$ cat config.mk
export PLATFORM = sky130hd
export DESIGN_NAME = sdram_port_scheduler_flat
export DESIGN_NICKNAME = d
export VERILOG_FILES = /design/src/rtl/sdram_port_scheduler_pkg.sv /design/src/rtl/sdram_port_scheduler_if.sv /design/src/rtl/sdram_port_scheduler_cpu_access_detect.sv /design/src/rtl/sdram_port_scheduler.sv /design/src/flat_wrapper.sv
export SDC_FILE = /design/constraint.sdc
export NUM_CORES = 1
export LEC_CHECK = 0
export BUFFER_PORTS_ARGS = -buffer_cell sky130_fd_sc_hd__buf_2
export CAP_MARGIN = 10
export CORE_MARGIN = 2
export CORE_UTILIZATION = 47
export CTS_CLUSTER_DIAMETER = 150
export CTS_CLUSTER_SIZE = 24
export DETAILED_ROUTE_END_ITERATION = 8
export PLACE_DENSITY = 0.79
export SLEW_MARGIN = 10
export SYNTH_ARGS = -nofsm -noshare
export SYNTH_HDL_FRONTEND = slang
export SYNTH_HIERARCHICAL = 1
export SYNTH_SLANG_ARGS = --single-unit
$ cat constraint.sdc
create_clock -name clk -period 2.05 [get_ports clk]
set_input_delay 0.41 -clock clk [delete_from_list [all_inputs] [get_ports clk]]
set_output_delay 0.41 -clock clk [all_outputs]
set_load 0.005 [all_outputs]
$ cat src/rtl/sdram_port_scheduler_pkg.sv
// Shared types and helpers for the SDRAM port scheduler: FSM states, grant owner,
// byte-strobe encodings and the byte-lane select used on reads.
package sdram_port_scheduler_pkg;

  typedef enum logic [2:0] {StSync, StIdle, StIssue, StWait, StDone} sched_state_t;
  typedef enum logic {GCpu, GFdc} grant_t;

  localparam logic [1:0] DsLo   = 2'b01;
  localparam logic [1:0] DsHi   = 2'b10;
  localparam logic [1:0] DsBoth = 2'b11;

  function automatic logic [1:0] byte_strobe(input logic we, input logic a0);
    if (!we) return DsBoth;
    return a0 ? DsHi : DsLo;
  endfunction

  function automatic logic [7:0] read_byte(input logic [15:0] q, input logic a0);
    return a0 ? q[15:8] : q[7:0];
  endfunction

endpackage

$ cat src/rtl/sdram_port_scheduler_if.sv
// Bundles the CPU bus, FDC buffer port and SDRAM toggle-handshake port seen by the scheduler.
// master is the scheduler's view; slave is the surrounding system (CPU, FDC, SDRAM controller).
interface sdram_port_scheduler_if #(
  parameter int unsigned MemAw = 24,
  parameter int unsigned FdcAw = 16
);
  logic             cpu_cs;
  logic             cpu_oe;
  logic             cpu_we;
  logic [15:0]      cpu_a;
  logic [7:0]       cpu_d;
  logic [7:0]       cpu_q;
  logic             fdc_req;
  logic             fdc_we;
  logic [FdcAw-1:0] fdc_a;
  logic [7:0]       fdc_d;
  logic [7:0]       fdc_q;
  logic             fdc_ack;
  logic             mem_req;
  logic             mem_ack;
  logic [MemAw-1:0] mem_a;
  logic             mem_we;
  logic [1:0]       mem_ds;
  logic [15:0]      mem_d;
  logic [15:0]      mem_q;
  logic             busy;
  logic             timeout_err;

  modport master (
    input  cpu_cs, cpu_oe, cpu_we, cpu_a, cpu_d,
    input  fdc_req, fdc_we, fdc_a, fdc_d,
    input  mem_ack, mem_q,
    output cpu_q, fdc_q, fdc_ack,
    output mem_req, mem_a, mem_we, mem_ds, mem_d,
    output busy, timeout_err
  );

  modport slave (
    output cpu_cs, cpu_oe, cpu_we, cpu_a, cpu_d,
    output fdc_req, fdc_we, fdc_a, fdc_d,
    output mem_ack, mem_q,
    input  cpu_q, fdc_q, fdc_ack,
    input  mem_req, mem_a, mem_we, mem_ds, mem_d,
    input  busy, timeout_err
  );
endinterface

$ cat src/rtl/sdram_port_scheduler_cpu_access_detect.sv
// Turns the 6502 level strobes into access triggers and holds the latest one in a
// single pending slot until the scheduler takes it.
module sdram_port_scheduler_cpu_access_detect (
  input  logic        clk,
  input  logic        reset,
  input  logic        cpu_cs,
  input  logic        cpu_oe,
  input  logic        cpu_we,
  input  logic [15:0] cpu_a,
  input  logic [7:0]  cpu_d,
  input  logic        take,
  output logic        pend_valid,
  output logic [15:0] pend_a,
  output logic [7:0]  pend_d,
  output logic        pend_we
);

  logic        rd, wr, trigger;
  logic        rd_q, wr_q;
  logic [15:0] a_q;

  assign rd = cpu_cs & cpu_oe;
  assign wr = cpu_cs & cpu_we;
  // A held read strobe with a new address is a fresh read (back-to-back CPU cycles).
  assign trigger = (rd & ~rd_q) | (wr & ~wr_q) | (rd & (cpu_a != a_q));

  always_ff @(posedge clk or posedge reset) begin
    if (reset) begin
      rd_q       <= 1'b0;
      wr_q       <= 1'b0;
      a_q        <= '0;
      pend_valid <= 1'b0;
      pend_a     <= '0;
      pend_d     <= '0;
      pend_we    <= 1'b0;
    end else begin
      rd_q <= rd;
      wr_q <= wr;
      a_q  <= cpu_a;
      // A trigger coinciding with a take re-arms the slot so the newer access is not lost.
      if (trigger) begin
        pend_valid <= 1'b1;
        pend_a     <= cpu_a;
        pend_d     <= cpu_d;
        pend_we    <= wr;
      end else if (take) begin
        pend_valid <= 1'b0;
      end
    end
  end

endmodule

$ cat src/rtl/sdram_port_scheduler.sv
// Arbitrates one toggle-handshake SDRAM port between the CPU RAM bus and the FDC buffer,
// CPU first with a bounded FDC starvation guard and an ack timeout.
module sdram_port_scheduler
  import sdram_port_scheduler_pkg::*;
#(
  parameter int unsigned      MemAw     = 24,
  parameter int unsigned      FdcAw     = 16,
  parameter logic [MemAw-1:0] FdcBase   = MemAw'(24'h010000),
  parameter int unsigned      StarveMax = 4,
  parameter int unsigned      Timeout   = 255
) (
  input logic                    clk,
  input logic                    reset,
  sdram_port_scheduler_if.master bus
);

  localparam int unsigned StarveW = $clog2(StarveMax + 1);
  localparam int unsigned TmoW    = $clog2(Timeout + 1);

  sched_state_t     state_q;
  grant_t           grant_q;
  logic             mem_req_q, mem_we_q, busy_q, fdc_ack_q, timeout_err_q;
  logic [MemAw-1:0] mem_a_q;
  logic [1:0]       mem_ds_q;
  logic [15:0]      mem_d_q;
  logic [7:0]       cpu_q_q, fdc_q_q;
  logic [StarveW-1:0] starve_q;
  logic [TmoW-1:0]    tmo_q;

  logic             pend_valid, pend_we;
  logic [15:0]      pend_a;
  logic [7:0]       pend_d;
  logic [FdcAw-1:0] fdc_a;
  logic             fdc_turn, grant_cpu, grant_fdc;
  logic [MemAw-1:0] cpu_mem_a, fdc_mem_a;

  assign fdc_a     = bus.fdc_a;
  assign fdc_turn  = bus.fdc_req && (starve_q == StarveW'(StarveMax));
  assign grant_cpu = (state_q == StIdle) && pend_valid && !fdc_turn;
  assign grant_fdc = (state_q == StIdle) && bus.fdc_req && (!pend_valid || fdc_turn);
  assign cpu_mem_a = MemAw'(pend_a);
  assign fdc_mem_a = FdcBase + MemAw'(fdc_a);

  sdram_port_scheduler_cpu_access_detect u_detect (
    .clk        (clk),
    .reset      (reset),
    .cpu_cs     (bus.cpu_cs),
    .cpu_oe     (bus.cpu_oe),
    .cpu_we     (bus.cpu_we),
    .cpu_a      (bus.cpu_a),
    .cpu_d      (bus.cpu_d),
    .take       (grant_cpu),
    .pend_valid (pend_valid),
    .pend_a     (pend_a),
    .pend_d     (pend_d),
    .pend_we    (pend_we)
  );

  always_ff @(posedge clk or posedge reset) begin
    if (reset) begin
      state_q       <= StSync;
      grant_q       <= GCpu;
      mem_req_q     <= 1'b0;
      mem_a_q       <= '0;
      mem_we_q      <= 1'b0;
      mem_ds_q      <= '0;
      mem_d_q       <= '0;
      busy_q        <= 1'b0;
      cpu_q_q       <= '0;
      fdc_q_q       <= '0;
      fdc_ack_q     <= 1'b0;
      timeout_err_q <= 1'b0;
      starve_q      <= '0;
      tmo_q         <= '0;
    end else begin
      fdc_ack_q <= 1'b0;
      if (!bus.fdc_req) starve_q <= '0;
      case (state_q)
        StSync: begin
          mem_req_q <= bus.mem_ack;
          state_q   <= StIdle;
        end
        // Request outputs are loaded and mem_req toggled on the grant edge itself.
        StIdle: begin
          if (grant_cpu) begin
            grant_q   <= GCpu;
            mem_a_q   <= cpu_mem_a;
            mem_we_q  <= pend_we;
            mem_ds_q  <= byte_strobe(pend_we, pend_a[0]);
            mem_d_q   <= {pend_d, pend_d};
            mem_req_q <= ~mem_req_q;
            busy_q    <= 1'b1;
            state_q   <= StIssue;
            if (bus.fdc_req && (starve_q != StarveW'(StarveMax))) begin
              starve_q <= starve_q + StarveW'(1);
            end
          end else if (grant_fdc) begin
            grant_q   <= GFdc;
            mem_a_q   <= fdc_mem_a;
            mem_we_q  <= bus.fdc_we;
            mem_ds_q  <= byte_strobe(bus.fdc_we, fdc_a[0]);
            mem_d_q   <= {bus.fdc_d, bus.fdc_d};
            mem_req_q <= ~mem_req_q;
            busy_q    <= 1'b1;
            starve_q  <= '0;
            state_q   <= StIssue;
          end
        end
        StIssue: begin
          tmo_q   <= '0;
          state_q <= StWait;
        end
        StWait: begin
          if (bus.mem_ack == mem_req_q) begin
            state_q <= StDone;
            if (grant_q == GCpu) begin
              if (!mem_we_q) cpu_q_q <= read_byte(bus.mem_q, mem_a_q[0]);
            end else begin
              fdc_ack_q <= 1'b1;
              if (!mem_we_q) fdc_q_q <= read_byte(bus.mem_q, mem_a_q[0]);
            end
          end else if (tmo_q == TmoW'(Timeout - 1)) begin
            // Abandon: realign the toggle pair; a still-requesting FDC is simply retried.
            timeout_err_q <= 1'b1;
            mem_req_q     <= bus.mem_ack;
            busy_q        <= 1'b0;
            state_q       <= StIdle;
          end else begin
            tmo_q <= tmo_q + TmoW'(1);
          end
        end
        StDone: begin
          busy_q  <= 1'b0;
          state_q <= StIdle;
        end
        default: state_q <= StSync;
      endcase
    end
  end

  assign bus.mem_req     = mem_req_q;
  assign bus.mem_a       = mem_a_q;
  assign bus.mem_we      = mem_we_q;
  assign bus.mem_ds      = mem_ds_q;
  assign bus.mem_d       = mem_d_q;
  assign bus.busy        = busy_q;
  assign bus.cpu_q       = cpu_q_q;
  assign bus.fdc_q       = fdc_q_q;
  assign bus.fdc_ack     = fdc_ack_q;
  assign bus.timeout_err = timeout_err_q;

endmodule

$ cat src/flat_wrapper.sv
// flat-port wrapper written by rule: the top's interface ports become plain ports
module sdram_port_scheduler_flat import sdram_port_scheduler_pkg::*;
#(
  parameter int unsigned      MemAw     = 24,
  parameter int unsigned      FdcAw     = 16,
  parameter logic [MemAw-1:0] FdcBase   = MemAw'(24'h010000),
  parameter int unsigned      StarveMax = 4,
  parameter int unsigned      Timeout   = 255
)
  (clk, reset, bus_cpu_cs, bus_cpu_oe, bus_cpu_we, bus_cpu_a, bus_cpu_d, bus_fdc_req, bus_fdc_we, bus_fdc_a, bus_fdc_d, bus_mem_ack, bus_mem_q, bus_cpu_q, bus_fdc_q, bus_fdc_ack, bus_mem_req, bus_mem_a, bus_mem_we, bus_mem_ds, bus_mem_d, bus_busy, bus_timeout_err);
  sdram_port_scheduler_if #(.MemAw(MemAw), .FdcAw(FdcAw)) bus_i ();
  input logic clk;
  input logic reset;
  input wire logic [$bits(bus_i.cpu_cs)-1:0] bus_cpu_cs;
  input wire logic [$bits(bus_i.cpu_oe)-1:0] bus_cpu_oe;
  input wire logic [$bits(bus_i.cpu_we)-1:0] bus_cpu_we;
  input wire logic [$bits(bus_i.cpu_a)-1:0] bus_cpu_a;
  input wire logic [$bits(bus_i.cpu_d)-1:0] bus_cpu_d;
  input wire logic [$bits(bus_i.fdc_req)-1:0] bus_fdc_req;
  input wire logic [$bits(bus_i.fdc_we)-1:0] bus_fdc_we;
  input wire logic [$bits(bus_i.fdc_a)-1:0] bus_fdc_a;
  input wire logic [$bits(bus_i.fdc_d)-1:0] bus_fdc_d;
  input wire logic [$bits(bus_i.mem_ack)-1:0] bus_mem_ack;
  input wire logic [$bits(bus_i.mem_q)-1:0] bus_mem_q;
  output wire logic [$bits(bus_i.cpu_q)-1:0] bus_cpu_q;
  output wire logic [$bits(bus_i.fdc_q)-1:0] bus_fdc_q;
  output wire logic [$bits(bus_i.fdc_ack)-1:0] bus_fdc_ack;
  output wire logic [$bits(bus_i.mem_req)-1:0] bus_mem_req;
  output wire logic [$bits(bus_i.mem_a)-1:0] bus_mem_a;
  output wire logic [$bits(bus_i.mem_we)-1:0] bus_mem_we;
  output wire logic [$bits(bus_i.mem_ds)-1:0] bus_mem_ds;
  output wire logic [$bits(bus_i.mem_d)-1:0] bus_mem_d;
  output wire logic [$bits(bus_i.busy)-1:0] bus_busy;
  output wire logic [$bits(bus_i.timeout_err)-1:0] bus_timeout_err;
  assign bus_i.cpu_cs = bus_cpu_cs;
  assign bus_i.cpu_oe = bus_cpu_oe;
  assign bus_i.cpu_we = bus_cpu_we;
  assign bus_i.cpu_a = bus_cpu_a;
  assign bus_i.cpu_d = bus_cpu_d;
  assign bus_i.fdc_req = bus_fdc_req;
  assign bus_i.fdc_we = bus_fdc_we;
  assign bus_i.fdc_a = bus_fdc_a;
  assign bus_i.fdc_d = bus_fdc_d;
  assign bus_i.mem_ack = bus_mem_ack;
  assign bus_i.mem_q = bus_mem_q;
  assign bus_cpu_q = bus_i.cpu_q;
  assign bus_fdc_q = bus_i.fdc_q;
  assign bus_fdc_ack = bus_i.fdc_ack;
  assign bus_mem_req = bus_i.mem_req;
  assign bus_mem_a = bus_i.mem_a;
  assign bus_mem_we = bus_i.mem_we;
  assign bus_mem_ds = bus_i.mem_ds;
  assign bus_mem_d = bus_i.mem_d;
  assign bus_busy = bus_i.busy;
  assign bus_timeout_err = bus_i.timeout_err;
  sdram_port_scheduler #(.MemAw(MemAw), .FdcAw(FdcAw), .FdcBase(FdcBase), .StarveMax(StarveMax), .Timeout(Timeout)) u_core (.clk(clk), .reset(reset), .bus(bus_i));
endmodule
==> reports/qor.log <==
INFO  outcome        run_status=complete, no violations
INFO  critical_path  worstReg2RegEnd=u_core/bus.cpu_q[6]$_DFFE_PP0P_
INFO  layout         final_net_count=612
INFO  die            fp.dieW=105.3um
INFO  critical_path  timing.critical_path.slowest_cell_delay=0.76ns
INFO  route          drt_first_pass_iters=4
INFO  flow_run       max_cap_violations=0
INFO  critical_path  critical_register_to_register_path_startpoint=u_core/bus.mem_req$_DFFE_PP0P_
INFO  synth          post_synth_num_cell_types=57
INFO  global_routing globalRoute.totalOverflow=0
INFO  die            die-area=11090squm
INFO  placed_design  pre_cts_setup_slack=0.1071ns
INFO  critical_path  crit_chain=xor2_2 -> or4_1 -> nand2_1 -> o21ai_1
INFO  clock_tree     worstSkewPairLatency=0.36ns
INFO  synth          synth_enable_flop_cells=0
INFO  synth          synth.ff_latch_count=106
INFO  clock_tree     cts_tree=built
INFO  synth          synth.yosys.warnings=6
INFO  synth          netlist_area=4822squm
INFO  clock_tree     clock_tree.buffer_depth=2
INFO  global_routing first_global_vias=3511
INFO  synth          synth_largest_type_area_fraction=0.5501
INFO  route          viasPerCell=5.215
INFO  die            placement_rows=36
INFO  critical_path  setup.worst_path.end_class=flip-flop
INFO  timing         min_period_over_period=0.8941
INFO  timing         fin_tns_setup=0ns
INFO  clock_tree     htree_levels=3
INFO  clock_tree     cts.repair_timing.setup_buffer_count=0
INFO  timing         rsz0062_at_grt=false
INFO  placed_design  buffer_ports.inserted=127
INFO  power_and_ir_drop pwrdens=1230nW/um^2
INFO  power_and_ir_drop p_leak=2.763nW
INFO  layout         diodes=0
INFO  timing         clock-skew-final=0.01159ns
INFO  clock_tree     clock-root-buffer=clkbuf_8
INFO  timing         finalSetupViolCount=0
INFO  synth          syn_inst_count=420
INFO  clock_tree     cts_repair_resize_count=0
INFO  timing         finalMaxSlewViolations=0
INFO  critical_path  cp_slowest_cell=or4_1
INFO  synth          netlist.top_cell.by_area=dfrtp_1
INFO  route          route.vias.total=3515
INFO  global_routing grt_antenna_before_repair=0
INFO  synth          synth-seq-area-share=0.5501
INFO  layout         fin_area=5767squm
INFO  timing         clock.fmax=545.6MHz
INFO  critical_path  crit_required=2.28ns
INFO  placed_design  detailed_place.area=5573squm
INFO  critical_path  setup_crit_end=u_core/bus.cpu_q[6]$_DFFE_PP0P_
INFO  clock_tree     cts_made_buffers=9
INFO  route          drt_drc_violations_left=0
INFO  power_and_ir_drop vdd.ir_drop.worst=0.6301mV
INFO  layout         final_layout_size_suffix_gt1_frac=0.3586
INFO  die            die_h=105.3um
INFO  power_and_ir_drop total_power=7.096mW
INFO  placed_design  place.detailed.hpwl=7705um
INFO  clock_tree     clock_sinks=106
INFO  critical_path  critical_path_class=flip-flop to flip-flop
INFO  clock_tree     clk_pin_slew_worst_paths=0.10ns
INFO  die            start_util=0.4888
INFO  timing         period_minus_slack=1.833ns
INFO  global_routing groute.usage.overall=0.1946
INFO  synth          largest_cells_by_area_after_synthesis=dfrtp_1 (55%), mux2_4 (5.9%), nand2_1 (4.4%)
INFO  synth          ys_dominant_reg_cell=dfrtp_1
INFO  critical_path  cp.arrival=2.06ns
INFO  synth          async_reset_ff_frac=1.000
INFO  route          finalWirelength=10510um
INFO  timing         layout_setup_ws=0.2170ns
INFO  critical_path  crit_start=u_core/bus.mem_req$_DFFE_PP0P_
INFO  placed_design  gp_congestion=0.7828
INFO  clock_tree     hold_buffers=0
INFO  global_routing grt_pass1_wl=17420um
INFO  critical_path  timing.critical_path.fanout_max=16
INFO  route          routed_wire_length_per_instance=15.59um
INFO  critical_path  cp-start-kind=flip-flop
INFO  route          detailedRoute.firstIterationViolations=137
INFO  layout         areaGrowthSynthToFinish=19.59%
INFO  die            fp.coreArea=9864squm
INFO  die            top_level_ports=135
INFO  timing         timing_worst_slew_pin_value=0.5688ns
INFO  synth          mean_instance_size_in_the_synthesized_netlist=11.48squm
INFO  critical_path  setup_slack_of_the_most_critical_reg_to_reg_path=0.22ns
INFO  route          postRouteAntennaNets=0
INFO  critical_path  reg2regPathDepth=4
INFO  global_routing grt_max_degree=56
INFO  timing         timing.final.hold_violations=0
INFO  min_path       timing.hold.worst.class=primary input to asynchronous set/reset pin
INFO  timing         timing.max_slew.rel_slack=0.6208
==> final cells by class <==
type / instances / area, sq um
clock inverters: 5 / 62.56
clock buffers: 11 / 131.4
fillers: 850 / 4098
repair buffers: 139 / 800.8
well taps: 133 / 166.4
inverters: 8 / 30.03
flip-flops and latches: 106 / 2653
multi-input cells: 272 / 1923
==> through the flow <==
step | util | std cells | hold slack, ns
3_3_place_gp | 0.5649 | 658 | 0.4344
5_1_grt | 0.5846 | 674 | 0.05512
2_1_floorplan | - | 426 | 0.4414
4_1_cts | 0.5846 | 674 | 0.05046
3_5_place_dp | 0.5649 | 658 | 0.4550
6_report | 0.5846 | 674 | 0.04660
==> report_power, final <==
part	switching [mW]	internal, mW
clock	0.712	0.576
combinational	1.41	1.28
sequential	0.475	2.65
==> critical path: cells and delay by family (launching register included) <==
family | cells | cell delay (ns)
xor+xnor | 1 | 0.25
compound gates | 1 | 0.07
simple gates | 2 | 0.92
flops | 1 | 0.46
==> cells in the mapped netlist, types with 4 or more instances <==
master	count
mux2i_1	9
inv_1	8
o22ai_1	25
ha_1	4
mux2_2	6
nor2_1	9
clkbuf_1	10
o21ai_0	29
o21ai_1	16
dfrtp_1	106
xnor2_1	16
buf_4	18
nand2_1	56
nand4_1	7
buf_2	7
mux2_4	19
nand3_1	5
nor3_1	6
==> sequential cells by signal, summed over array words and instances (netlist names), 2 cells and up <==
signal	count
u_core/bus.cpu_q	8
u_core/bus.fdc_q	8
u_core/bus.mem_a	17
u_core/bus.mem_d	8
u_core/bus.mem_ds	2
u_core/starve_q	3
u_core/state_q	3
u_core/tmo_q	8
u_core/u_detect/a_q	16
u_core/u_detect/pend_a	16
u_core/u_detect/pend_d	8
==> worst min-delay path by stage <==
stage                                             to  depth (start not counted)
floorplan           u_core/u_detect/a_q[0]$_DFF_PP0_                          0
global placement     u_core/bus.mem_d[9]$_DFFE_PP0P_                          2
detailed placement   u_core/bus.mem_d[9]$_DFFE_PP0P_                          2
CTS                  u_core/bus.cpu_q[3]$_DFFE_PP0P_                          2
global route         u_core/bus.mem_d[9]$_DFFE_PP0P_                          2
finish               u_core/bus.mem_d[9]$_DFFE_PP0P_                          2
==> per-layer routing <==
| layer | GRT usage | vias up | share of wire |
|---|---|---|---|
| li1 | - | 1695 | - |
| met1 | 0.2564 | 1714 | 0.43 |
| met2 | 0.3286 | 96 | 0.50 |
| met3 | 0.04267 | 10 | 0.052 |
| met4 | 0.04667 | 0 | 0.0099 |
| met5 | 0 | - | 0 |
==> cell families (layout without fill, tap and decap cells) <==
kind of cell             Yosys count  in the layout  synth area share
AND/OR/NAND/NOR                  108            108            0.1165
flip-flops                       106            106            0.5501
AO/OA/AOI/OAI                     99             99            0.1344
buffers and inverters             48            163           0.05812
multiplexers                      34             34           0.09185
XOR/XNOR                          20             20           0.03788
adder cells (fa/ha/maj)            4              4           0.01038
other                              1              7         0.0007777
==> cells in the final DEF, fill, tap and decap left out, types with 9 or more instances in the layout <==
cell type    n
buf_2      127
clkbuf_8     9
dfrtp_1    106
mux2_4      19
mux2i_1      9
nand2_1     56
nor2_1       9
o21ai_0     29
o21ai_1     15
o22ai_1     25
xnor2_1     16
No activity file was read; power rests on OpenSTA's default activity.
